`src/rtl/vram_port_arb.sv`:
```
// Shares the single memory port between capture write bursts and display line reads.
// Define VRAM_ARB_TIMEOUT_EN to add a per-transaction watchdog driving a sticky err_o.
module vram_port_arb #(
  parameter int unsigned ADR_W      = 22,
  parameter int unsigned WR_LEN     = 8,
  parameter int unsigned LINE_WORDS = 640,
  parameter int unsigned RD_RUN_MAX = 4,
  parameter int unsigned TIMEOUT    = 1023
) (
  input  logic             clk_i,
  input  logic             reset_i,
  input  logic             wr_req_i,
  input  logic [ADR_W-1:0] wr_adr_i,
  output logic             wr_ack_o,
  output logic             wr_done_o,
  input  logic             rd_req_i,
  input  logic [11:0]      rd_line_no_i,
  input  logic [1:0]       rd_vram_no_i,
  output logic             rd_ack_o,
  output logic             rd_done_o,
  output logic             mem_req_o,
  output logic             mem_we_o,
  output logic [ADR_W-1:0] mem_adr_o,
  output logic [9:0]       mem_len_o,
  input  logic             mem_ack_i,
  input  logic             mem_done_i,
  output logic             err_o
);

  localparam int unsigned     RunW   = (RD_RUN_MAX < 1) ? 1 : $clog2(RD_RUN_MAX + 1);
  localparam logic [RunW-1:0] RunMax = RunW'(RD_RUN_MAX);
  localparam logic [9:0]      RdLen  = 10'(LINE_WORDS);
  localparam logic [9:0]      WrLen  = 10'(WR_LEN);

  typedef enum logic [1:0] {StIdle, StReq, StBusy} state_e;

  state_e           state_q;
  logic             owner_rd_q;
  logic [RunW-1:0]  rd_run_q;
  logic             wr_ack_q, wr_done_q, rd_ack_q, rd_done_q;
  logic             mem_req_q, mem_we_q;
  logic [ADR_W-1:0] mem_adr_q;
  logic [9:0]       mem_len_q;

  logic             grant_rd;
  logic [ADR_W-1:0] rd_adr;
  logic [RunW-1:0]  rd_run_inc;
  logic             to_hit;

  assign rd_adr = ADR_W'({rd_vram_no_i, 20'b0}) + ADR_W'(rd_line_no_i) * ADR_W'(LINE_WORDS);
  // Reads win unless a write has already waited out RD_RUN_MAX consecutive reads.
  assign grant_rd   = rd_req_i && (!wr_req_i || (rd_run_q < RunMax));
  assign rd_run_inc = (rd_run_q == RunMax) ? rd_run_q : rd_run_q + 1'b1;

`ifdef VRAM_ARB_TIMEOUT_EN
  localparam int unsigned    ToW    = $clog2(TIMEOUT + 1);
  localparam logic [ToW-1:0] ToLast = ToW'(TIMEOUT - 1);

  logic [ToW-1:0] to_cnt_q;
  logic           err_q;

  // >= so a timeout landing on the mem_ack cycle still fires one cycle later in BUSY.
  assign to_hit = (to_cnt_q >= ToLast);
  assign err_o  = err_q;
`else
  logic unused_timeout;
  assign unused_timeout = ^TIMEOUT;
  assign to_hit         = 1'b0;
  assign err_o          = 1'b0;
`endif

  always_ff @(posedge clk_i) begin
    if (reset_i) begin
      state_q    <= StIdle;
      owner_rd_q <= 1'b0;
      rd_run_q   <= '0;
      wr_ack_q   <= 1'b0;
      wr_done_q  <= 1'b0;
      rd_ack_q   <= 1'b0;
      rd_done_q  <= 1'b0;
      mem_req_q  <= 1'b0;
      mem_we_q   <= 1'b0;
      mem_adr_q  <= '0;
      mem_len_q  <= '0;
`ifdef VRAM_ARB_TIMEOUT_EN
      to_cnt_q   <= '0;
      err_q      <= 1'b0;
`endif
    end else begin
      wr_ack_q  <= 1'b0;
      wr_done_q <= 1'b0;
      rd_ack_q  <= 1'b0;
      rd_done_q <= 1'b0;
`ifdef VRAM_ARB_TIMEOUT_EN
      to_cnt_q  <= (state_q == StIdle) ? '0 : to_cnt_q + 1'b1;
`endif
      case (state_q)
        StIdle: begin
          if (grant_rd) begin
            state_q    <= StReq;
            owner_rd_q <= 1'b1;
            mem_req_q  <= 1'b1;
            mem_we_q   <= 1'b0;
            mem_adr_q  <= rd_adr;
            mem_len_q  <= RdLen;
            rd_run_q   <= wr_req_i ? rd_run_inc : '0;
          end else if (wr_req_i) begin
            state_q    <= StReq;
            owner_rd_q <= 1'b0;
            mem_req_q  <= 1'b1;
            mem_we_q   <= 1'b1;
            mem_adr_q  <= wr_adr_i;
            mem_len_q  <= WrLen;
            rd_run_q   <= '0;
          end
        end
        StReq: begin
          if (mem_ack_i) begin
            mem_req_q <= 1'b0;
            rd_ack_q  <= owner_rd_q;
            wr_ack_q  <= !owner_rd_q;
            if (mem_done_i) begin
              rd_done_q <= owner_rd_q;
              wr_done_q <= !owner_rd_q;
              state_q   <= StIdle;
            end else begin
              state_q   <= StBusy;
            end
          end else if (to_hit) begin
            mem_req_q <= 1'b0;
            rd_done_q <= owner_rd_q;
            wr_done_q <= !owner_rd_q;
            state_q   <= StIdle;
`ifdef VRAM_ARB_TIMEOUT_EN
            err_q     <= 1'b1;
`endif
          end
        end
        StBusy: begin
          if (mem_done_i || to_hit) begin
            rd_done_q <= owner_rd_q;
            wr_done_q <= !owner_rd_q;
            state_q   <= StIdle;
`ifdef VRAM_ARB_TIMEOUT_EN
            if (!mem_done_i) err_q <= 1'b1;
`endif
          end
        end
        default: state_q <= StIdle;
      endcase
    end
  end

  assign wr_ack_o  = wr_ack_q;
  assign wr_done_o = wr_done_q;
  assign rd_ack_o  = rd_ack_q;
  assign rd_done_o = rd_done_q;
  assign mem_req_o = mem_req_q;
  assign mem_we_o  = mem_we_q;
  assign mem_adr_o = mem_adr_q;
  assign mem_len_o = mem_len_q;

endmodule
```
`config.mk`:
```
export PLATFORM = sky130hd
export DESIGN_NAME = vram_port_arb
export DESIGN_NICKNAME = d
export VERILOG_FILES = /design/src/rtl/vram_port_arb.sv
export SDC_FILE = /design/constraint.sdc
export NUM_CORES = 1
export LEC_CHECK = 0
export ABC_CLOCK_PERIOD_IN_PS = 3600
export BUFFER_PORTS_ARGS = -buffer_cell sky130_fd_sc_hd__clkbuf_2
export CELL_PAD_IN_SITES_DETAIL_PLACEMENT = 1
export CELL_PAD_IN_SITES_GLOBAL_PLACEMENT = 1
export CORE_MARGIN = 2
export CORE_UTILIZATION = 32
export DETAILED_ROUTE_END_ITERATION = 10
export PLACE_DENSITY_LB_ADDON = 0.1
export SYNTH_ARGS = -nofsm -noshare
export SYNTH_HDL_FRONTEND = slang
export SYNTH_SLANG_ARGS = --single-unit
export TNS_END_PERCENT = 100
```
`constraint.sdc`:
```
create_clock -name clk_i -period 3.6 [get_ports clk_i]
set_input_delay 1.08 -clock clk_i [delete_from_list [all_inputs] [get_ports clk_i]]
set_output_delay 1.08 -clock clk_i [all_outputs]
set_load 0.05 [all_outputs]
```
==> results by group, run 1 <==
Status
  • Status: complete, no violations

Routing
  • Vias/cell: 5.17
  • Initial drt markers: 91
  • Number of routed nets with antenna violations: 0
  • Routed WL per cell: 15.0 microns
  • Drt drc: 0
  • Post-Route WL: 5790 microns
  • Drt first pass iters: 4
  • Routed vias: 1999

Critical path
  • CP max FO: 3
  • Setup crit start: rd_line_no_i[1]
  • RR Endpoint: mem_adr_o[15]
  • Worst reg-to-reg path cell count: 7
  • FF-to-FF setup slack: 1.70 ns
  • Worst reg2reg startpoint: state_q[0]
  • Critical path arrival: 3.53 ns
  • WP data required: 3.76 ns
  • Setup crit end kind: flip-flop
  • Crit Path Class: input pin to flip-flop
  • CP startpoint kind: input pin

Clock tree
  • Setup Fix Bufs, Post-CTS: 0
  • Htree depth: 2
  • CTS tree: built
  • Hold Buf Count CTS: 0
  • Clk_lat worst skew: 0.29 ns
  • Clk sink count: 34
  • PostCTS Resize Cnt: 0
  • Clk buf depth: 2
  • CTS root buffer: clkbuf_8
  • Num CTS Buffers: 5
  • Clock transition at the registers of the reported paths: 0.08 ns

Worst hold path
  • Hold path startpoint: rd_run_q[0]
  • Hold/Removal Path Class: flip-flop to flip-flop
  • Hold Path End: rd_run_q[0]
  • Hold Path Depth: 2

Finish
  • Share of cells above drive strength 1: 0.326
  • # diodes: 0
  • Fin cells: 387
  • Util after Layout: 0.418
  • Final #Nets: 378
  • Area growth, synth to finish: 28.1%
  • Filler cell count: 768
  • Design area: 0.00263 sq mm

Logic synthesis
  • Synth top area share: 0.332
  • XOR/XNOR Fraction of Synth Area: 0.0256
  • Yosys reg bits: 34
  • Async S/R FF share, synth: 0
  • Mux cell area share after synthesis: 0.00488
  • Synth cell types: 48
  • Top cells by area, synth: dfxtp_1 (33%), ha_1 (16%), nor2_1 (5.1%), a222oi_1 (4.9%), a22oi_1 (4.4%)
  • Post-Synth Simple-Gate Area: 0.147
  • Yosys Warn Count: 0
  • Synth Area in Compound Gates: 0.241
  • Mapped Cells: 229
  • Synth area leader: dfxtp_1
  • Netlist Area Pre-Place: 0.00205 sq mm
  • Main combinational cell family by area after synthesis: compound AO/OA/AOI/OAI gates
  • Synthesized area per cell: 8.95 sq um
  • Post-synthesis sequential area ratio: 0.332
  • Synth Area in Adders: 0.168
  • Dominant synthesized flop cell: dfxtp_1
  • Post-synth EDFFs: 0

Floorplan
  • Die Ht: 84.0 microns
  • Die area: 0.00706 sq mm
  • I/O Pins: 81
  • Rows: 29
  • Initial Utilization: 0.326
  • Core area: 0.00628 sq mm
  • Die Span X: 84.0 microns

Timing
  • Relative slew slack: 0.560
  • Worst Skew: 0.00788 ns
  • Tcrit/Tclk final: 0.935
  • Final hold violation count: 0
  • # setup viols final: 0
  • Worst-margin pin slew: 0.660 ns
  • Fmax: 0.297 GHz
  • Setup TNS Final: 0 ns
  • Slew Viols, Final: 0
  • Final Critical Period: 3.37 ns
  • Unrepaired setup endpoints after global routing: no

Placed design
  • Dpl cell area: 0.00253 sq mm
  • Cell count after placement: 379
  • Port Buf Inserts: 72
  • Gpl congestion: 0.728
  • Hpwl dp: 4580 microns

Global route
  • Initial antenna violation count: 0
  • Overflow after GRT: 0
  • Vias in the first global route: 2107
  • Overall global routing resource usage: 0.170
  • Largest net degree at the start of global routing: 35
  • First-pass GRT wire length: 9880 microns

Pwr
  • Power per cell area: 480 mW/mm^2
  • Leakage: 0.00125 uW
  • Total power: 1260 uW
  • Max VDD drop: 0.000179 V

Run
  • Max-cap violations: 0
power breakdown:
| group | switching [uW] | internal, uW |
|---|---|---|
| Sequential | 24.5 | 415 |
| Combinational | 343 | 169 |
| Clock | 155 | 154 |
| Total | 522 | 738 |
stage by stage:
stage	hold slack (ns)	worst slack, ns
3_3_place_gp	0.463	0.0272
2_1_floorplan	0.449	0.152
4_1_cts	0.486	0.236
3_5_place_dp	0.475	-0.0683
6_report	0.485	0.234
5_1_grt	0.520	0.0784
area by class of cell:
type	instances	area, sq um	area share
multi-input cells	170	1240	0.472
flip-flops and latches	34	681	0.259
repair buffers	87	473	0.180
well taps	77	96.3	0.0367
clock buffers	6	82.6	0.0314
inverters	11	41.3	0.0157
clock inverters	2	12.5	0.00476
routing by layer:
layer	up-vias	wire length (microns)	GRT usage
met3	6	461	0.0534
met1	923	2770	0.230
met4	0	51	0.0440
met5	-	0	0
met2	70	2510	0.263
li1	1000	-	-
Yosys cell counts, types with 3 or more instances:
cell type  count
inv_1         11
dfxtp_1       34
a21oi_1       12
nand2_1        8
clkbuf_1       8
a222oi_1      10
nor2_1        28
a22oi_1       12
o21ai_0        6
o21a_1         4
buf_4         11
ha_1          26
nor4_1         4
nor3_1         4
nand3_1        3
nand2b_1       3
xnor2_1        4
o211ai_1       3
worst max-delay path: stages:
cell and delay (ns):
clkbuf_2 0.10, ha_1 0.27, ha_1 0.16, inv_1 0.06, fa_1 0.38, nand2b_1 0.18, a21o_1 0.19, a21oi_1 0.23
or4_1 0.15, nand4_1 0.07, ha_1 0.20, xnor2_1 0.14, nor3_1 0.24, o32ai_2 0.10
sequential cells by signal, summed over array words and instances (netlist names):
name,flops
rd_run_q,3
mem_req_o,1
wr_done_o,1
mem_adr_o,22
rd_ack_o,1
wr_ack_o,1
state_q,2
mem_len_o,2
rd_done_o,1
worst max-delay path by stage:
| stage | to | depth (start not counted) |
|---|---|---|
| after floorplan | mem_adr_o[21] | 13 |
| after global placement | mem_adr_o[21] | 14 |
| after detailed placement | mem_adr_o[21] | 14 |
| after CTS | mem_adr_o[21] | 14 |
| after global routing | mem_adr_o[21] | 14 |
| final | mem_adr_o[21] | 14 |
layout by cell type (no fill, tap or decap), types with 3 or more instances in the layout:
cell / n
inv_1: 11
a222oi_1: 10
a22oi_1: 12
o211ai_1: 3
a21oi_1: 11
dfxtp_1: 34
clkbuf_2: 72
nor2_1: 28
ha_1: 26
buf_4: 15
o21ai_0: 6
xnor2_1: 4
nand2_1: 8
nand3_1: 3
conb_1: 8
o21a_1: 4
clkbuf_8: 6
nor4_1: 4
nor3_1: 4
nand2b_1: 3
logic make-up after synthesis:
group                    Yosys count
other                              1
multiplexers                       1
adder cells (fa/ha/maj)           27
AND/OR/NAND/NOR                   62
flip-flops                        34
buffers and inverters             32
XOR/XNOR                           6
AO/OA/AOI/OAI                     66
(Power assumes the default switching activity.)
==> run 2, diff against run 1 <==
CELL_PAD_IN_SITES_DETAIL_PLACEMENT = 0   (was 1)
==> results by group, run 2 (synthesis gave the netlist of run 1 again) <==
Finish
  • Filler cell count: 650
  • Fin cells: 387
  • Max reg flops: 22
  • Area growth, synth to finish: 28.1%
  • Share of cells above drive strength 1: 0.326
  • Final #Nets: 378
  • # diodes: 0
  • Register Area: 681 sq um
  • Design area: 0.00263 sq mm
  • Multi-input gate area: 0.00124 sq mm
  • Commonest cells after routing, fill and taps aside: clkbuf_2 (72), dfxtp_1 (34), nor2_1 (28)
  • Commonest non-fill, non-tap cell in the layout: clkbuf_2

Global route
  • Overflow after GRT: 0
  • Overall global routing resource usage: 0.154
  • First-pass GRT wire length: 8920 microns
  • Vias in the first global route: 1936
  • Initial antenna violation count: 0
  • Largest net degree at the start of global routing: 35

Timing
  • # setup viols final: 0
  • Unrepaired setup endpoints after global routing: no
  • Fmax: 0.299 GHz
  • Worst setup margin: 0.251 ns
  • Tcrit/Tclk final: 0.930
  • Worst Skew: 0.00560 ns
  • Relative slew slack: 0.557
  • Final Critical Period: 3.35 ns
  • Final hold violation count: 0
  • Worst-margin pin slew: 0.665 ns
  • Slew Viols, Final: 0
  • Setup TNS Final: 0 ns

Critical path
  • Crit-path slowest cell: fa_1
  • Crit path cell chain: clkbuf_2 -> ha_1 -> ha_1 -> inv_1 -> fa_1 -> nand2b_1 -> a21o_1 -> a21oi_1 -> or4_1 -> nand4_1 -> ha_1 -> xnor2_1 -> nor3_1 -> o32ai_2
  • CP peak stage delay: 0.38 ns
  • WP data required: 3.75 ns
  • RR Endpoint: mem_adr_o[15]
  • Critical path arrival: 3.50 ns
  • Crit Path Class: input pin to flip-flop
  • FF-to-FF setup slack: 1.69 ns
  • CP delay by family, top: adder cells
  • Worst reg-to-reg path cell count: 7
  • CP startpoint kind: input pin
  • Setup crit end kind: flip-flop
  • CP max FO: 3
  • Buf/Inv on CP: 2
  • Worst reg2reg startpoint: state_q[1]
  • CP dominant cell by count: ha_1

Floorplan
  • Rows: 29
  • Initial Utilization: 0.326
  • Die Span X: 84.0 microns
  • Die Ht: 84.0 microns
  • Die area: 0.00706 sq mm
  • Core area: 0.00628 sq mm
  • I/O Pins: 81

Clock tree
  • Setup Fix Bufs, Post-CTS: 0
  • Hold Buf Count CTS: 0
  • Htree depth: 2
  • Num CTS Buffers: 5
  • PostCTS Resize Cnt: 0
  • CTS tree: built
  • Clk buf depth: 2
  • Clk_lat worst skew: 0.28 ns
  • CTS root buffer: clkbuf_8
  • Clk sink count: 34
  • Clock transition at the registers of the reported paths: 0.07 ns

Placed design
  • Gpl congestion: 0.728
  • Dpl cell area: 0.00253 sq mm
  • Post-Place Worst Slack: -0.0512 ns
  • Port Buf Inserts: 72
  • Hpwl dp: 4080 microns
  • Cell count after placement: 379

Status
  • Status: complete, no violations

Pwr
  • Max VDD drop: 0.000187 V
  • Total power: 1240 uW
  • Power per cell area: 472 mW/mm^2
  • Leakage: 0.00125 uW

Worst hold path
  • Hold/Removal Path Class: flip-flop to flip-flop
  • Hold Path End: rd_run_q[0]
  • Hold path startpoint: rd_run_q[0]
  • Hold Path Depth: 2

Routing
  • Vias/cell: 5.04
  • Routed vias: 1950
  • Initial drt markers: 107
  • Routed WL per cell: 13.6 microns
  • Post-Route WL: 5270 microns
  • Number of routed nets with antenna violations: 0
  • Drt drc: 0
  • Drt first pass iters: 5

Run
  • Max-cap violations: 0
==> run 2: where the power goes <==
part	switching, uW	internal (uW)
Sequential	23.6	416
Clock	144	154
Combinational	336	168
Total	503	737
==> run 2: worst max path at each step <==
stage                         start       endpoint  slack [ns]  cells after the start
floorplan           rd_line_no_i[1]  mem_adr_o[21]        0.15                     13
global placement    rd_line_no_i[1]  mem_adr_o[21]        0.03                     14
detailed placement  rd_line_no_i[1]  mem_adr_o[21]       -0.05                     14
CTS                 rd_line_no_i[1]  mem_adr_o[21]        0.24                     14
global route        rd_line_no_i[1]  mem_adr_o[21]       0.006                     14
finish              rd_line_no_i[1]  mem_adr_o[21]        0.25                     14
==> run 2: final cells by class <==
| cell class | count | share of cell area |
|---|---|---|
| repair buffers | 87 | 0.180 |
| clock buffers | 6 | 0.0314 |
| clock inverters | 2 | 0.00476 |
| flip-flops and latches | 34 | 0.259 |
| well taps | 77 | 0.0367 |
| multi-input cells | 170 | 0.472 |
| inverters | 11 | 0.0157 |
==> run 2: metal layers <==
| metal | vias up | part of all wire | track usage |
|---|---|---|---|
| li1 | 1001 | - | - |
| met1 | 869 | 0.50 | 0.217 |
| met2 | 76 | 0.41 | 0.229 |
| met3 | 4 | 0.085 | 0.0465 |
| met4 | 0 | 0.0072 | 0.0396 |
| met5 | - | 0 | 0 |
==> run 2: worst register-to-register path: cells and delay by family, from the launching register on <==
family / cells / cell delay, ns
AOI/OAI and AO/OA: 2 / 0.63
buffers and inverters: 2 / 0.38
DFF: 1 / 0.33
adders and majority gates: 1 / 0.28
and+or+nand+nor: 2 / 0.23
==> run 2: stage by stage <==
step	util	hold slack (ns)
floorplan	-	0.449
global placement	0.403	0.463
detailed placement	0.403	0.467
CTS	0.418	0.478
global route	0.418	0.520
finish	0.418	0.475
